[src/rtl/p_addsub_arb.sv]
// Two-requester round-robin front end for one shared packed add/subtract unit,
// with a one-entry response buffer per requester and pack-width screening.

package p_addsub_arb_pkg;

    typedef struct packed {
        logic [31:0] lhs;
        logic [31:0] rhs;
        logic [4:0]  pw;
        logic        sub;
    } req_t;

    typedef struct packed {
        logic [31:0] result;
        logic        err;
    } rsp_t;

endpackage

// Packed add/subtract: 32/16/8/4/2-bit lanes selected by one-hot pw, no carry
// crosses a lane boundary. Built from 2-bit segments with a per-segment carry kill.
module p_addsub (
    input  logic [31:0] lhs,
    input  logic [31:0] rhs,
    input  logic [4:0]  pw,
    input  logic        sub,
    output logic [31:0] result
);

    localparam int NSEG = 16;

    logic       c;
    logic       cin;
    logic       start;
    logic [2:0] t;

    always_comb begin
        result = '0;
        t      = '0;
        start  = 1'b0;
        cin    = 1'b0;
        // Seeding the chain with sub makes segment 0 correct even for an all-zero pw.
        c      = sub;
        for (int k = 0; k < NSEG; k++) begin
            start = (pw[0] & (k % 16 == 0)) | (pw[1] & (k % 8 == 0)) |
                    (pw[2] & (k % 4 == 0))  | (pw[3] & (k % 2 == 0)) | pw[4];
            cin   = start ? sub : c;
            t     = {1'b0, lhs[2*k +: 2]} + {1'b0, rhs[2*k +: 2] ^ {2{sub}}} + {2'b0, cin};
            result[2*k +: 2] = t[1:0];
            c     = t[2];
        end
    end

endmodule

// One-entry response buffer for a single requester.
module p_addsub_arb_buf
    import p_addsub_arb_pkg::*;
(
    input  logic g_clk,
    input  logic g_resetn,
    input  logic load,
    input  logic drain,
    input  rsp_t rsp_in,
    output logic valid,
    output rsp_t rsp
);

    // A load in the same cycle as a drain wins, so the entry stays occupied.
    always_ff @(posedge g_clk or negedge g_resetn) begin
        if (!g_resetn) begin
            valid <= 1'b0;
            rsp   <= '0;
        end else if (load) begin
            valid <= 1'b1;
            rsp   <= rsp_in;
        end else if (drain) begin
            valid <= 1'b0;
        end
    end

endmodule

module p_addsub_arb
    import p_addsub_arb_pkg::*;
#(
    parameter bit PW_CHECK = 1'b1
) (
    input  logic        g_clk,
    input  logic        g_resetn,

    input  logic        req0_valid,
    output logic        req0_ready,
    input  logic [31:0] req0_lhs,
    input  logic [31:0] req0_rhs,
    input  logic [4:0]  req0_pw,
    input  logic        req0_sub,

    input  logic        req1_valid,
    output logic        req1_ready,
    input  logic [31:0] req1_lhs,
    input  logic [31:0] req1_rhs,
    input  logic [4:0]  req1_pw,
    input  logic        req1_sub,

    output logic        rsp0_valid,
    input  logic        rsp0_ready,
    output logic [31:0] rsp0_result,
    output logic        rsp0_err,

    output logic        rsp1_valid,
    input  logic        rsp1_ready,
    output logic [31:0] rsp1_result,
    output logic        rsp1_err
);

    localparam int NUM_REQ = 2;

    logic [NUM_REQ-1:0] req_valid;
    logic [NUM_REQ-1:0] rsp_ready;
    logic [NUM_REQ-1:0] rsp_valid;
    logic [NUM_REQ-1:0] elig;
    logic [NUM_REQ-1:0] grant;
    req_t [NUM_REQ-1:0] req;
    rsp_t [NUM_REQ-1:0] rsp;

    req_t        sel;
    logic [31:0] sum;
    logic        pw_ok;
    rsp_t        rsp_nxt;
    logic        last;

    assign req_valid = {req1_valid, req0_valid};
    assign rsp_ready = {rsp1_ready, rsp0_ready};
    assign req[0]    = '{lhs: req0_lhs, rhs: req0_rhs, pw: req0_pw, sub: req0_sub};
    assign req[1]    = '{lhs: req1_lhs, rhs: req1_rhs, pw: req1_pw, sub: req1_sub};

    // A requester may only win if its buffer will have room at the edge.
    assign elig     = req_valid & (~rsp_valid | rsp_ready);
    assign grant[0] = elig[0] & (~elig[1] | last);
    assign grant[1] = elig[1] & (~elig[0] | ~last);

    assign sel = grant[1] ? req[1] : req[0];

    p_addsub u_addsub (
        .lhs    (sel.lhs),
        .rhs    (sel.rhs),
        .pw     (sel.pw),
        .sub    (sel.sub),
        .result (sum)
    );

    assign pw_ok          = (sel.pw != 5'd0) && ((sel.pw & (sel.pw - 5'd1)) == 5'd0);
    assign rsp_nxt.err    = PW_CHECK && !pw_ok;
    assign rsp_nxt.result = rsp_nxt.err ? 32'h0 : sum;

    for (genvar i = 0; i < NUM_REQ; i++) begin : g_buf
        p_addsub_arb_buf u_buf (
            .g_clk    (g_clk),
            .g_resetn (g_resetn),
            .load     (grant[i]),
            .drain    (rsp_ready[i]),
            .rsp_in   (rsp_nxt),
            .valid    (rsp_valid[i]),
            .rsp      (rsp[i])
        );
    end

    // Reset to 1 so requester 0 wins the first contention.
    always_ff @(posedge g_clk or negedge g_resetn) begin
        if (!g_resetn)
            last <= 1'b1;
        else if (|grant)
            last <= grant[1];
    end

    assign req0_ready  = grant[0];
    assign req1_ready  = grant[1];
    assign rsp0_valid  = rsp_valid[0];
    assign rsp1_valid  = rsp_valid[1];
    assign rsp0_result = rsp[0].result;
    assign rsp1_result = rsp[1].result;
    assign rsp0_err    = rsp[0].err;
    assign rsp1_err    = rsp[1].err;

endmodule
[config.mk]
export PLATFORM = sky130hd
export DESIGN_NAME = p_addsub_arb
export DESIGN_NICKNAME = d
export VERILOG_FILES = /design/src/rtl/p_addsub_arb.sv
export SDC_FILE = /design/constraint.sdc
export NUM_CORES = 1
export LEC_CHECK = 0
export ABC_AREA = 1
export BUFFER_PORTS_ARGS = -buffer_cell sky130_fd_sc_hd__clkbuf_2
export CAP_MARGIN = 20
export CORE_MARGIN = 2
export CORE_UTILIZATION = 48
export CTS_BUF_LIST = sky130_fd_sc_hd__clkbuf_4 sky130_fd_sc_hd__clkbuf_8 sky130_fd_sc_hd__clkbuf_16
export DETAILED_ROUTE_END_ITERATION = 10
export GPL_TIMING_DRIVEN = 0
export PLACE_DENSITY_LB_ADDON = 0.12
export SLEW_MARGIN = 10
export SYNTH_ARGS = -nofsm -noshare
export SYNTH_HDL_FRONTEND = slang
export SYNTH_SLANG_ARGS = --single-unit
export TNS_END_PERCENT = 100
[constraint.sdc]
create_clock -name g_clk -period 23.4 [get_ports g_clk]
set_input_delay 1.17 -clock g_clk [delete_from_list [all_inputs] [get_ports g_clk]]
set_output_delay 1.17 -clock g_clk [all_outputs]
set_load 0.01 [all_outputs]
==> qor.json <==
{
  "run_status": {"value": "finished clean"},
  "worst_setup_path_end_kind": {"value": "flip-flop"},
  "core.rowCount": {"value": 36},
  "finalClockSkew": {"value": 0.00931, "unit": "ns"},
  "worst-endpoint-arrival": {"value": 19.61, "unit": "ns"},
  "synth.distinct_cells": {"value": 26},
  "critical_path.most_common_cell": {"value": "sky130_fd_sc_hd__nand2_1"},
  "worst_ir_drop_vdd": {"value": 30.9, "unit": "uV"},
  "synthesis.area_per_instance": {"value": 8.53, "unit": "sq um"},
  "drt_first_pass_iters": {"value": 5},
  "vias_per_cell": {"value": 5.00},
  "finalMaxSlewViolations": {"value": 0},
  "min-delay-path-class": {"value": "reg2reg"},
  "placement.setup.worst_slack": {"value": 3.72, "unit": "ns"},
  "drt-initial-drc-count": {"value": 274},
  "cts_hold_repair.buffers": {"value": 0},
  "synth.ff_latch_count": {"value": 69},
  "path_clk_slew": {"value": 0.08, "unit": "ns"},
  "clock_latency_of_the_later_clocked_register_in_the_worst_skew_pair": {"value": 0.35, "unit": "ns"},
  "die_width": {"value": 104, "unit": "microns"},
  "effective_utilization_at_floorplan": {"value": 0.496},
  "grt.overflow.total": {"value": 0},
  "post_cts_buffers": {"value": 0},
  "detail-route-antenna-nets": {"value": 0},
  "grt_setup_unrepaired": {"value": "no"},
  "cp_slowest_stage_delay": {"value": 0.51, "unit": "ns"},
  "fmax": {"value": 51.7, "unit": "MHz"},
  "crit_type": {"value": "in2reg"},
  "antenna_violations_before_repair": {"value": 0},
  "crit_path_start_kind": {"value": "input port"},
  "tritoncts": {"value": "done"},
  "floorplan.core_area": {"value": 9770, "unit": "sq um"},
  "dr_drc_count": {"value": 0},
  "die_height": {"value": 104, "unit": "microns"},
  "net_switching": {"value": 0.218, "unit": "mW"},
  "crit_path_top_delay_cell": {"value": "sky130_fd_sc_hd__fa_1"},
  "grt_usage": {"value": 0.272},
  "worstMarginPinSlew": {"value": 1.06, "unit": "ns"},
  "detailroute.via_count": {"value": 4662},
  "place_congestion": {"value": 0.859},
  "pwr-share-comb": {"value": 0.484},
  "port-buffer-count": {"value": 215},
  "synth_largest_area_cell": {"value": "sky130_fd_sc_hd__dfrtp_1"},
  "async_reset_ff_frac": {"value": 1.00},
  "ctsHtreeMaxLevel": {"value": 3},
  "layout-area-overhead-vs-synth": {"value": 29.7, "unit": "%"},
  "clk_path_buf_depth": {"value": 2},
  "io_pins": {"value": 216},
  "cts.repair.resized": {"value": 0},
  "pwr_density_cell": {"value": 80.0, "unit": "nW/um^2"},
  "grt_first_pass_wirelength": {"value": 23400, "unit": "microns"},
  "drt-total-wl": {"value": 14600, "unit": "microns"},
  "mapped_cell_area": {"value": 4840, "unit": "sq um"},
  "layout_common_cells": {"value": "214 x sky130_fd_sc_hd__clkbuf_2, 205 x sky130_fd_sc_hd__nand2_1, 74 x sky130_fd_sc_hd__nand3_1"},
  "timing.critical_path.buf_inv": {"value": 5},
  "drive_gt1_frac": {"value": 0.328},
  "synth_flop_cell": {"value": "sky130_fd_sc_hd__dfrtp_1"},
  "insertedDiodeCount": {"value": 0},
  "layout_commonest_cell": {"value": "sky130_fd_sc_hd__clkbuf_2"},
  "synth_cells": {"value": 568},
  "syn-num-nets": {"value": 744},
  "cts.sinks": {"value": 69},
  "setup_violations": {"value": 0},
  "detailed_place_hpwl": {"value": 11300, "unit": "microns"},
  "numCtsBuffers": {"value": 9},
  "multi_input_area": {"value": 2770, "unit": "sq um"},
  "clockPowerShare": {"value": 0.174},
  "post_synth_edffs": {"value": 0},
  "layout_setup_ws": {"value": 4.07, "unit": "ns"},
  "layout.nets": {"value": 971},
  "power_switching_share": {"value": 0.433},
  "cp_max_fo": {"value": 10},
  "die-area": {"value": 10900, "unit": "sq um"},
  "filler_cells": {"value": 890},
  "synth_sequential_area_ratio": {"value": 0.357},
  "finalWorstPathRequiredPeriod": {"value": 19.33, "unit": "ns"},
  "root_buffer": {"value": "sky130_fd_sc_hd__clkbuf_8"},
  "layout_worst_path_cycle_share": {"value": 0.826},
  "final_tns_setup": {"value": 0, "unit": "ns"},
  "synth.top_cell.area_share": {"value": 0.351},
  "post_drt_wl_per_cell": {"value": 15.7, "unit": "microns"},
  "synth.yosys.warnings": {"value": 0},
  "ys_top_cells_by_area": {"value": "sky130_fd_sc_hd__dfrtp_1 35%, sky130_fd_sc_hd__nand2_1 16%, sky130_fd_sc_hd__fa_1 12%, sky130_fd_sc_hd__mux2i_1 12%, sky130_fd_sc_hd__nand3_1 7.6%"},
  "static-leakage-power": {"value": 3.91, "unit": "nW"},
  "cellInternalPower": {"value": 0.285, "unit": "mW"},
  "first_global_vias": {"value": 4735},
  "power.sequential.fraction": {"value": 0.342},
  "critical_path.top_delay_family": {"value": "adder cells"},
  "seq_area": {"value": 1730, "unit": "sq um"},
  "report.final.hold_viol_count": {"value": 0},
  "critPathRequiredTime": {"value": 23.68, "unit": "ns"},
  "maxCapViolations": {"value": 0},
  "relSlewSlack": {"value": 0.288},
  "grt_start_max_net_pins": {"value": 44}
}
[cell usage after synthesis (2+ instances only)]
cell / number
sky130_fd_sc_hd__nand3_1: 74
sky130_fd_sc_hd__nand2_1: 205
sky130_fd_sc_hd__inv_1: 42
sky130_fd_sc_hd__mux2i_1: 59
sky130_fd_sc_hd__nor2_2: 2
sky130_fd_sc_hd__buf_6: 5
sky130_fd_sc_hd__a21boi_0: 2
sky130_fd_sc_hd__dfrtp_1: 68
sky130_fd_sc_hd__nand3b_1: 2
sky130_fd_sc_hd__buf_2: 11
sky130_fd_sc_hd__nor2_1: 2
sky130_fd_sc_hd__xor2_1: 31
sky130_fd_sc_hd__buf_1: 7
sky130_fd_sc_hd__clkbuf_1: 6
sky130_fd_sc_hd__inv_2: 3
sky130_fd_sc_hd__buf_4: 3
sky130_fd_sc_hd__fa_1: 30
sky130_fd_sc_hd__o21ai_0: 8
[registers in the layout (all words and copies together), names as in the netlist]
signal and flops:
g_buf.u_buf.valid 2, g_buf.u_buf.rsp 66, last 1
[worst register-to-register path, delay by kind of cell, from the launching register on]
| family | cells | cell delay (ns) |
|---|---|---|
| buf+inv | 3 | 0.68 |
| simple gates | 39 | 3.52 |
| fa+ha+maj | 30 | 13.69 |
| flops | 1 | 0.55 |
| compound gates | 2 | 0.32 |
[layout make-up]
type / instances / share of cell area
inverters: 45 / 0.0269
flip-flops and latches: 69 / 0.275
clock buffers: 9 / 0.0197
multi-input cells: 422 / 0.440
clock inverters: 6 / 0.00657
repair buffers: 216 / 0.176
well taps: 133 / 0.0265
plain buffers: 32 / 0.0291
[power groups by stage]
| stage | clock network (mW) | logic, mW | registers [mW] |
|---|---|---|---|
| floorplan | 0 | 0.137 | 0.188 |
| global placement | 0 | 0.237 | 0.173 |
| detailed placement | 0 | 0.244 | 0.174 |
| CTS | 0.0885 | 0.245 | 0.172 |
| global route | 0.0935 | 0.275 | 0.175 |
| finish | 0.0877 | 0.243 | 0.172 |
[path summary, 6_finish.rpt]
check | slack [ns] | to | cells after the start | from
worst max-delay path | 4.07 | g_buf[1].u_buf.rsp[32] | 77 | rsp0_ready
worst min-delay path | 0.48 | g_buf[0].u_buf.rsp[16] | 2 | g_buf[0].u_buf.rsp[16]
worst max register to register | 4.55 | g_buf[1].u_buf.rsp[32] | 74 | last
worst min register to register | 0.48 | g_buf[0].u_buf.rsp[16] | 2 | g_buf[0].u_buf.rsp[16]
max in group asynchronous | 22.02 | last | 2 | g_resetn
min in group asynchronous | 0.76 | g_buf[1].u_buf.rsp[11] | 1 | g_resetn
[per-stage QoR]
stage / hold WS, ns / total power [mW] / util / cell area [sq um] / instances
2_1_floorplan: 0.490 / 0.325 / - / 4840 / 568
3_3_place_gp: 0.463 / 0.410 / 0.623 / 6090 / 916
3_5_place_dp: 0.464 / 0.418 / 0.626 / 6120 / 917
4_1_cts: 0.485 / 0.505 / 0.643 / 6280 / 932
5_1_grt: 0.506 / 0.543 / 0.643 / 6280 / 932
6_report: 0.484 / 0.503 / 0.643 / 6280 / 932
[logic make-up (layout without fill, tap and decap cells)]
kind of cell	Yosys count	in the layout	share of synthesized area
buffers and inverters	77	308	0.0726
AO/OA/AOI/OAI	11	11	0.0152
multiplexers	59	59	0.122
XOR/XNOR	32	32	0.0579
adder cells (fa/ha/maj)	30	30	0.124
AND/OR/NAND/NOR	290	290	0.252
flip-flops	69	69	0.357
[layer usage]
| layer | wire length (microns) | part of all wire | track usage | up-vias |
|---|---|---|---|---|
| met1 | 6100 | 0.42 | 0.359 | 2183 |
| met5 | 0 | 0 | 0 | - |
| met3 | 1200 | 0.082 | 0.0432 | 15 |
| li1 | - | - | - | 2246 |
| met2 | 7170 | 0.49 | 0.461 | 218 |
| met4 | 176 | 0.012 | 0.0830 | 0 |
No activity file was read; power rests on OpenSTA's default activity.
